--- src/rtl/pipeline_ctrl.sv ---
// Stall/flush sequencer for the 5-stage pipeline: drives pipeline register enables and
// bubble clears, and keeps saturating stall/flush counters plus a sticky memory-timeout flag.
module pipeline_ctrl #(
    parameter int REG_W       = 5,
    parameter int CNT_W       = 32,
    parameter int MEM_TIMEOUT = 256
) (
    input  logic             i_clk,
    input  logic             i_rst_n,
    input  logic [REG_W-1:0] i_id_rs1,
    input  logic [REG_W-1:0] i_id_rs2,
    input  logic [REG_W-1:0] i_ex_rd,
    input  logic             i_ex_mem_read,
    input  logic             i_ex_pc_src,
    input  logic             i_ex_mdu_start,
    input  logic             i_mdu_done,
    input  logic             i_mem_req,
    input  logic             i_dmem_ready,
    output logic             o_pc_en,
    output logic             o_ifid_en,
    output logic             o_idex_en,
    output logic             o_exmem_en,
    output logic             o_memwb_en,
    output logic             o_ifid_flush,
    output logic             o_idex_flush,
    output logic             o_exmem_flush,
    output logic             o_memwb_flush,
    output logic [1:0]       o_ctrl_state,
    output logic [CNT_W-1:0] o_stall_cycles,
    output logic [CNT_W-1:0] o_flush_count,
    output logic             o_mem_timeout
);

    localparam int WAIT_W = $clog2(MEM_TIMEOUT + 1);

    typedef enum logic [1:0] {
        ST_RUN      = 2'd0,
        ST_MEM_WAIT = 2'd1,
        ST_MDU_WAIT = 2'd2
    } state_t;

    state_t            r_state;
    state_t            w_next;
    logic [CNT_W-1:0]  r_stall_cycles;
    logic [CNT_W-1:0]  r_flush_count;
    logic [WAIT_W-1:0] r_wait_cnt;
    logic              r_mem_timeout;

    logic w_mem_block;
    logic w_load_use;
    logic w_branch;
    logic w_pc_en;
    logic w_ifid_en;
    logic w_idex_en;
    logic w_exmem_en;
    logic w_memwb_en;
    logic w_ifid_flush;
    logic w_idex_flush;
    logic w_exmem_flush;
    logic w_memwb_flush;

    // Once in MEM_WAIT only dmem_ready releases the stall; mem_req is not re-qualified.
    assign w_mem_block = (r_state == ST_MEM_WAIT) ? ~i_dmem_ready
                                                  : (i_mem_req & ~i_dmem_ready);
    assign w_load_use  = i_ex_mem_read & (i_ex_rd != '0) &
                         ((i_ex_rd == i_id_rs1) | (i_ex_rd == i_id_rs2));

    always_comb begin
        w_next        = r_state;
        w_branch      = 1'b0;
        w_pc_en       = 1'b1;
        w_ifid_en     = 1'b1;
        w_idex_en     = 1'b1;
        w_exmem_en    = 1'b1;
        w_memwb_en    = 1'b1;
        w_ifid_flush  = 1'b0;
        w_idex_flush  = 1'b0;
        w_exmem_flush = 1'b0;
        w_memwb_flush = 1'b0;

        if (!i_rst_n) begin
            w_next        = ST_RUN;
            w_pc_en       = 1'b0;
            w_ifid_en     = 1'b0;
            w_idex_en     = 1'b0;
            w_exmem_en    = 1'b0;
            w_memwb_en    = 1'b0;
            w_ifid_flush  = 1'b1;
            w_idex_flush  = 1'b1;
            w_exmem_flush = 1'b1;
            w_memwb_flush = 1'b1;
        end else if (w_mem_block) begin
            w_next        = ST_MEM_WAIT;
            w_pc_en       = 1'b0;
            w_ifid_en     = 1'b0;
            w_idex_en     = 1'b0;
            w_exmem_en    = 1'b0;
            w_memwb_flush = 1'b1;
        end else begin
            case (r_state)
                ST_MEM_WAIT: begin
                    // A multi-cycle op held in EX behind the memory stall starts its wait now.
                    w_next = i_ex_mdu_start ? ST_MDU_WAIT : ST_RUN;
                end
                ST_MDU_WAIT: begin
                    if (!i_mdu_done) begin
                        w_pc_en       = 1'b0;
                        w_ifid_en     = 1'b0;
                        w_idex_en     = 1'b0;
                        w_exmem_flush = 1'b1;
                    end else begin
                        w_next = ST_RUN;
                    end
                end
                default: begin
                    if (i_ex_mdu_start) begin
                        w_next        = ST_MDU_WAIT;
                        w_pc_en       = 1'b0;
                        w_ifid_en     = 1'b0;
                        w_idex_en     = 1'b0;
                        w_exmem_flush = 1'b1;
                    end else if (i_ex_pc_src) begin
                        w_branch     = 1'b1;
                        w_ifid_flush = 1'b1;
                        w_idex_flush = 1'b1;
                    end else if (w_load_use) begin
                        w_pc_en      = 1'b0;
                        w_ifid_en    = 1'b0;
                        w_idex_flush = 1'b1;
                    end
                end
            endcase
        end
    end

    always_ff @(posedge i_clk or negedge i_rst_n) begin
        if (!i_rst_n) begin
            r_state <= ST_RUN;
        end else begin
            r_state <= w_next;
        end
    end

    // Both event counters stick at all-ones instead of wrapping.
    always_ff @(posedge i_clk or negedge i_rst_n) begin
        if (!i_rst_n) begin
            r_stall_cycles <= '0;
            r_flush_count  <= '0;
        end else begin
            if (!w_pc_en && (r_stall_cycles != '1)) begin
                r_stall_cycles <= r_stall_cycles + 1'b1;
            end
            if (w_branch && (r_flush_count != '1)) begin
                r_flush_count <= r_flush_count + 1'b1;
            end
        end
    end

    // The flag sets on the edge where the count of still-waiting MEM_WAIT cycles hits the limit.
    always_ff @(posedge i_clk or negedge i_rst_n) begin
        if (!i_rst_n) begin
            r_wait_cnt    <= '0;
            r_mem_timeout <= 1'b0;
        end else if ((r_state == ST_MEM_WAIT) && (w_next == ST_MEM_WAIT)) begin
            if (r_wait_cnt != WAIT_W'(MEM_TIMEOUT)) begin
                r_wait_cnt <= r_wait_cnt + 1'b1;
            end
            if (r_wait_cnt >= WAIT_W'(MEM_TIMEOUT - 1)) begin
                r_mem_timeout <= 1'b1;
            end
        end else begin
            r_wait_cnt <= '0;
        end
    end

    assign o_pc_en        = w_pc_en;
    assign o_ifid_en      = w_ifid_en;
    assign o_idex_en      = w_idex_en;
    assign o_exmem_en     = w_exmem_en;
    assign o_memwb_en     = w_memwb_en;
    assign o_ifid_flush   = w_ifid_flush;
    assign o_idex_flush   = w_idex_flush;
    assign o_exmem_flush  = w_exmem_flush;
    assign o_memwb_flush  = w_memwb_flush;
    assign o_ctrl_state   = r_state;
    assign o_stall_cycles = r_stall_cycles;
    assign o_flush_count  = r_flush_count;
    assign o_mem_timeout  = r_mem_timeout;

endmodule
--- config.mk ---
export PLATFORM = sky130hd
export DESIGN_NAME = pipeline_ctrl
export DESIGN_NICKNAME = d
export VERILOG_FILES = /design/src/rtl/pipeline_ctrl.sv
export SDC_FILE = /design/constraint.sdc
export NUM_CORES = 1
export LEC_CHECK = 0
export CELL_PAD_IN_SITES_DETAIL_PLACEMENT = 0
export CELL_PAD_IN_SITES_GLOBAL_PLACEMENT = 1
export CORE_MARGIN = 2
export CORE_UTILIZATION = 38
export DETAILED_ROUTE_END_ITERATION = 8
export PLACE_DENSITY = 0.91
export SYNTH_ARGS = -nofsm -noshare
export SYNTH_HDL_FRONTEND = slang
export SYNTH_SLANG_ARGS = --single-unit
export TNS_END_PERCENT = 50
--- constraint.sdc ---
create_clock -name i_clk -period 2.45 [get_ports i_clk]
set_input_delay 0.3675 -clock i_clk [delete_from_list [all_inputs] [get_ports i_clk]]
set_output_delay 0.3675 -clock i_clk [all_outputs]
set_load 0.01 [all_outputs]
== Yosys cells after proc, flatten, opt, wreduce, memory -nomap -nowiden ==
Index checks and enable logic that the tools add are counted.

* Add/sub/neg operators: 3
* $mul: 0
* Div/mod/pow operators: 0
* Magnitude comparators: 1
* Eq/ne operators: 9
* Shift operators: 0
* Muxes and demuxes: 42
* Bitwise logic cells: 5
* Reductions and logical operators: 7

{| class="wikitable"
|+ Operators by type and width
! operator !! number
|-
| 32-bit by 1-bit adder with 32-bit output (second input constant) || 2
|-
| 32-bit != test (second input constant) || 2
|-
| 1-bit 2-to-1 mux || 31
|-
| 9-bit 2-to-1 mux || 2
|-
| 5-bit == test || 2
|-
| 2-bit 2-to-1 mux || 5
|-
| 9-bit by 1-bit adder with 9-bit output (second input constant) || 1
|-
| 9-bit by 8-bit >= comparator with 1-bit output (second input constant) || 1
|-
| 9-bit != test (second input constant) || 1
|-
| 1-bit one-hot mux with 2 select lines || 3
|-
| 5-bit nonzero test || 1
|-
| 2-bit by 1-bit == test with 1-bit output (second input constant) || 2
|-
| 2-bit one-hot mux with 2 select lines || 1
|-
| 1-bit AND || 3
|-
| 1-bit logical AND || 3
|-
| 2-bit == test (second input constant) || 1
|-
| 2-bit by 1-bit != test with 1-bit output (second input constant) || 1
|-
| 2-bit AND reduction || 1
|-
| 2-bit OR reduction || 1
|-
| 1-bit logical NOT || 1
|-
| 1-bit inverter || 1
|-
| 1-bit bitwise OR || 1
|}

* Bits in registers: 76
* Bits in latches: 0
* Memory bits (writable): 0
* Bits in read-only memories: 0
* Input port bits: 23
* Output and inout port bits: 76
* Logic and storage cells: 72
* Memories: 0

== Depth between registers and ports, before layout ==
* Word-level depth: 11
* Gate-level depth with buffers: 9
* Depth with buffers taken out: 8

== Worst setup path before layout ==
No wires, ideal clock.

* Kind: flip-flop to output port
* Start: reg r_state[1] (netlist: o_ctrl_state[1])
* End: out o_pc_en
* Arrival time: 2.174 ns
* Data required time: 2.082 ns
* Path slack: -0.092 ns
* Stages on the path, launching flop included: 9
* Path buffers: 2
* Cells stage by stage: dfrtp_1 > inv_1 > ha_1 > o21bai_2 > nand2_1 > nor3b_1 > o41a_1 > buf_2 > buf_4

* Cells in the longest elaborated chain, start to end: 4
* Elaborated cells on any way between the ends: 6
* Those cells by class: 2 x eq/ne; 4 x mux

{| class="wikitable"
|+ RTL lines
! item !! RTL line !! RTL
|-
| from (decl) || 42 || <nowiki>state_t r_state;</nowiki>
|-
| from (signal assigned) || 140 || <nowiki>r_state <= w_next;</nowiki>
|-
| 2-bit == test / 2-bit by 1-bit == test with 1-bit output (equally long branches) || n/a ||
|-
| 1-bit one-hot mux with 2 select lines / 1-bit 2-to-1 mux (equally long branches) || n/a ||
|-
| 1-bit 2-to-1 mux * (2 in series) || n/a ||
|-
| to (decl) || 19 || <nowiki>output logic o_pc_en,</nowiki>
|}

Every way passes the cells marked *; elsewhere a longest branch is shown, timed or not.

== Worst setup path after layout ==
* Start: in i_ex_rd[4]
* End: out o_ifid_en

* Cells in the longest elaborated chain, start to end: 9
* Elaborated cells on any way between the ends: 12
* Those cells by class: 2 x eq/ne; 6 x mux; 3 x bitwise; 1 x reduce/logical

{| class="wikitable"
|+ RTL lines
! item !! RTL line !! RTL
|-
| from (decl) || 12 || <nowiki>input logic [REG_W-1:0] i_ex_rd,</nowiki>
|-
| 5-bit == test / 5-bit nonzero test (equally long branches) || 66, 65 ||
|-
| 1-bit bitwise OR / 1-bit AND (equally long branches) || 66, 65 ||
|-
| 1-bit AND * || 65 || <nowiki>assign w_load_use = i_ex_mem_read & (i_ex_rd != '0) &</nowiki>
|-
| 1-bit 2-to-1 mux * || 126 || <nowiki>end else if (w_load_use) begin</nowiki>
|-
| 1-bit 2-to-1 mux * || 122 || <nowiki>end else if (i_ex_pc_src) begin</nowiki>
|-
| 1-bit 2-to-1 mux * || 116 || <nowiki>if (i_ex_mdu_start) begin</nowiki>
|-
| 1-bit one-hot mux with 2 select lines * || 100 || <nowiki>case (r_state)</nowiki>
|-
| 1-bit 2-to-1 mux * || 92 || <nowiki>end else if (w_mem_block) begin</nowiki>
|-
| 1-bit 2-to-1 mux * || 81 || <nowiki>if (!i_rst_n) begin</nowiki>
|-
| to (decl) || 20 || <nowiki>output logic o_ifid_en,</nowiki>
|}

Marks and branches as above.

==> results_tabular.tex <==
\begin{tabular}{lr}
\hline
Metric & Value \\
\hline
\multicolumn{2}{l}{\textbf{Synthesis}} \\
\quad Post-synthesis share of cell area spent on full adders, half adders and majority gates & 2.22\% \\
\quad Xor and xnor fraction of the mapped netlist area & 17.3\% \\
\quad Post-Synthesis Net Count & 410 \\
\quad Area share of the largest cell type after synthesis & 48.2\% \\
\quad Cell types with the largest area share after synthesis & sky130\_fd\_sc\_hd\_\_dfrtp\_1 (48\%), sky130\_fd\_sc\_hd\_\_xor2\_1 (11\%), sky130\_fd\_sc\_hd\_\_xnor2\_1 (6.2\%) \\
\quad Cell taking the most area after synthesis & sky130\_fd\_sc\_hd\_\_dfrtp\_1 \\
\quad Primary flip-flop cell chosen by synthesis mapping & sky130\_fd\_sc\_hd\_\_dfrtp\_1 \\
\quad Largest family of logic cells by synthesized area & simple AND/OR/NAND/NOR gates \\
\quad Number of different library cells in the post-synthesis netlist & 41 \\
\quad Area share of and/or/nand/nor cells after synthesis & 25.4\% \\
\quad Number of enable flip-flop cells after synthesis & 0 \\
\quad Seq cells post-synth & 76 \\
\quad Synth Warn \# & 0 \\
\quad Average instance area after synthesis & 10.4 sq um \\
\quad Async set-or-reset flop fraction in the synthesized netlist & 100\% \\
\quad Multiplexer share of the synthesized area & 0.856\% \\
\quad Combined area of all synthesized cells & 3950 sq um \\
\quad Number of instances in the synthesized netlist & 380 \\
\quad Share of the synthesized area in compound gates (AO/OA/AOI/OAI) & 3.55\% \\
\quad Sequential fraction of the synthesis area & 48.2\% \\
\multicolumn{2}{l}{\textbf{Finish}} \\
\quad Area of all placed cells without fillers & 5580 sq um \\
\quad Layout-stage area growth over the synthesis result & 41.3\% \\
\quad Ant. Diodes & 0 \\
\quad Fraction of layout cells with a size suffix above 1 & 14.3\% \\
\quad Non-filler cells, final & 647 \\
\quad Number of nets in the final layout & 536 \\
\multicolumn{2}{l}{\textbf{Floorplanning}} \\
\quad DIE AREA & 11,200 sq um \\
\quad Effective utilization at floorplan & 38.8\% \\
\quad Top-level I/O count & 99 \\
\quad Die Height & 106 um \\
\quad Die boundary width & 106 um \\
\quad Standard-cell rows & 37 \\
\quad Core Area & 10,200 sq um \\
\multicolumn{2}{l}{\textbf{STA}} \\
\quad Min Clock Period, post-route & 2.44 ns \\
\quad Top achievable clock speed & 410 MHz \\
\quad Hold WS & 0.0689 ns \\
\quad Final-report hold violation count & 0 \\
\quad Worst Max-Slew Pin Slew & 0.431 ns \\
\quad Number of endpoints failing setup at the final stage & 0 \\
\quad Slew HR & 71.3\% \\
\quad Slew Limit Fails & 0 \\
\quad Smallest setup slack after layout & 0.0106 ns \\
\quad Tcrit/Tclk final & 99.6\% \\
\quad Final Skew & 0.0113 ns \\
\quad RSZ-0062 raised after global routing & yes \\
\multicolumn{2}{l}{\textbf{Min path}} \\
\quad Worst min path class & primary input to asynchronous set/reset pin \\
\multicolumn{2}{l}{\textbf{Route}} \\
\quad Vias per cell & 5.04 \\
\quad DRC violation total after the first TritonRoute iteration & 72 \\
\quad Routed length per instance & 14.6 um \\
\quad First-pass DRT Iterations & 4 \\
\quad Detailed Route WL & 9.42 mm \\
\quad DRC violation count after routing & 0 \\
\quad DRT antenna net count & 0 \\
\quad Number of vias in the routed layout & 3,264 \\
\multicolumn{2}{l}{\textbf{Pwr}} \\
\quad Overall power & 3.49 mW \\
\quad Peak VDD IR & 0.000485 V \\
\quad Leak Pwr & 2.23 nW \\
\quad Ratio of total power to cell area & 625 nW/um\^{}2 \\
\multicolumn{2}{l}{\textbf{Placed design}} \\
\quad Post-detail-place hpwl & 7.00 mm \\
\quad Routability cong. & 0.858 \\
\quad Placed cell count & 629 \\
\quad Setup Slack @ Placement & -0.492 ns \\
\quad Number of I/O port buffers & 98 \\
\quad Post-detailed-placement cell area & 5230 sq um \\
\multicolumn{2}{l}{\textbf{Setup path}} \\
\quad Cell with the biggest individual delay on the critical path & sky130\_fd\_sc\_hd\_\_clkdlybuf4s50\_1 \\
\quad Ordered cell list for the critical path & clkdlybuf4s50\_1, or4\_1, o21ai\_1, buf\_4, o41a\_1, buf\_2 \\
\quad Sort of element at the start of the critical path & primary input \\
\quad Worst path required time & 2.08 ns \\
\quad Crit path largest cell delay & 0.47 ns \\
\quad Worst Setup End Kind & primary output \\
\quad Peak fanout along the critical path & 3 \\
\quad Path type of the worst setup path & primary input to primary output \\
\quad Worst EP arrival & 2.07 ns \\
\multicolumn{2}{l}{\textbf{CTS}} \\
\quad Clock slew at the register clock pins of the worst setup and hold paths & 0.08 ns \\
\quad Maximum buffer depth of the clock tree & 2 \\
\quad Buffer type at the clock tree root & sky130\_fd\_sc\_hd\_\_clkbuf\_8 \\
\quad TritonCTS buffer count & 9 \\
\quad Clock latency of the later-clocked register in the worst-skew pair & 0.34 ns \\
\quad Clock sinks & 76 \\
\quad CTS tree & done \\
\quad H-tree levels & 3 \\
\multicolumn{2}{l}{\textbf{Status}} \\
\quad Outcome & complete, no violations \\
\multicolumn{2}{l}{\textbf{GRT}} \\
\quad Vias in the first global route & 3,315 \\
\quad Number of antenna violations at the first check in global routing & 0 \\
\quad First-pass GRT wire length & 15.8 mm \\
\quad Congestion Overflow GR & 0 \\
\quad Global-route usage over all layers & 17.5\% \\
\quad Largest net degree at the start of global routing & 30 \\
\multicolumn{2}{l}{\textbf{Flow run}} \\
\quad MaxCap Viol Count & 0 \\
\hline
\end{tabular}
## final timing paths
path	startpoint	endpoint	slack (ns)	cells past startpoint
setup / recovery	i_ex_rd[4]	o_ifid_en	0.01	6
hold / removal	i_rst_n	r_wait_cnt[0]$_DFFE_PN0P_	0.07	2
setup reg to reg	o_ctrl_state[0]$_DFF_PN0_	o_stall_cycles[29]$_DFFE_PN0P_	0.11	9
hold reg to reg	o_mem_timeout$_DFFE_PN0P_	o_mem_timeout$_DFFE_PN0P_	0.48	1
max in group asynchronous	i_rst_n	o_flush_count[0]$_DFFE_PN0P_	1.83	2
min in group i_clk	i_rst_n	o_ctrl_state[0]$_DFF_PN0_	0.35	3
## Yosys cell counts, types with 2 or more instances
library cell / count
sky130_fd_sc_hd__xnor2_1: 28
sky130_fd_sc_hd__and4_1: 9
sky130_fd_sc_hd__a21oi_1: 4
sky130_fd_sc_hd__nor2_1: 31
sky130_fd_sc_hd__nor4b_2: 2
sky130_fd_sc_hd__nand3b_1: 2
sky130_fd_sc_hd__nand4_1: 16
sky130_fd_sc_hd__nor3_1: 22
sky130_fd_sc_hd__and2_1: 5
sky130_fd_sc_hd__nand3_1: 25
sky130_fd_sc_hd__buf_2: 3
sky130_fd_sc_hd__nor4b_1: 3
sky130_fd_sc_hd__buf_4: 3
sky130_fd_sc_hd__o31a_1: 2
sky130_fd_sc_hd__inv_1: 12
sky130_fd_sc_hd__mux2_2: 2
sky130_fd_sc_hd__dfrtp_1: 76
sky130_fd_sc_hd__and3_1: 6
sky130_fd_sc_hd__nand2_1: 37
sky130_fd_sc_hd__nor4_2: 8
sky130_fd_sc_hd__nor3b_1: 5
sky130_fd_sc_hd__ha_1: 7
sky130_fd_sc_hd__o21ai_0: 5
sky130_fd_sc_hd__xor2_1: 50
## worst max-delay path: cells and delay by family
family,cells,cell delay (ns)
simple gates,1,0.43
compound gates,2,0.47
buf+inv,3,0.80
## stage by stage
step                setup TNS, ns  util [%]
finish                          0      54.8
floorplan                       0         -
CTS                       -0.0229      54.1
global route               -0.104      54.8
global placement           -11.26      51.4
detailed placement         -11.98      51.4
## registers in the layout (all words and copies together), names as in the netlist
register and cells:
o_ctrl_state 2, o_stall_cycles 32, o_flush_count 32, o_mem_timeout 1
r_wait_cnt 9
## cell usage in the layout (no fill, tap or decap), drive strengths merged, types with 10 or more instances in the layout
cell           count
nand3             26
nand4             16
nor3              22
nor4              10
clkdlybuf4s50     87
clkbuf            11
xor2              50
xnor2             28
inv               12
buf               27
dfrtp             76
nor2              32
nand2             37
## area by class of cell
type                            count  area [sq um]
Multi-Input combinational cell    284          2040
Clock inverter                      6           113
Inverter                           12          45.0
Sequential cell                    76          1900
Tap cell                          136           170
Fill cell                         908          4610
Clock buffer                       10           128
Timing Repair Buffer              123          1180
## timing repair
action                                  in CTS  in global routing
pin swaps                                    3                  4
endpoints found under the setup margin      15                 14
setup buffers                                0                  1
hold buffers                                 1                  0
endpoints found under the hold margin        3                  0
resized for setup                           25                 17
## routing by layer
layer / GRT usage [%] / routed length [um]
met5: 0 / 0
met4: 4.98 / 103
met3: 5.33 / 548
met2: 29.9 / 4650
met1: 21.4 / 4110
## kinds of logic after synthesis
logic type	after synthesis
and+or+nand+nor	176
xor gates and xnor gates	78
DFF	76
AOI/OAI and AO/OA	20
buffers and inverters	20
adders and majority gates	7
muxes	3
## power by group
group	internal [mW]	switching, mW	total (mW)	leakage, nW
sequential	1.38	0.163	1.54	0.934
combinational	0.435	0.351	0.787	1.18
clock	0.679	0.480	1.16	0.120
Power figures use the tool's default switching activity.
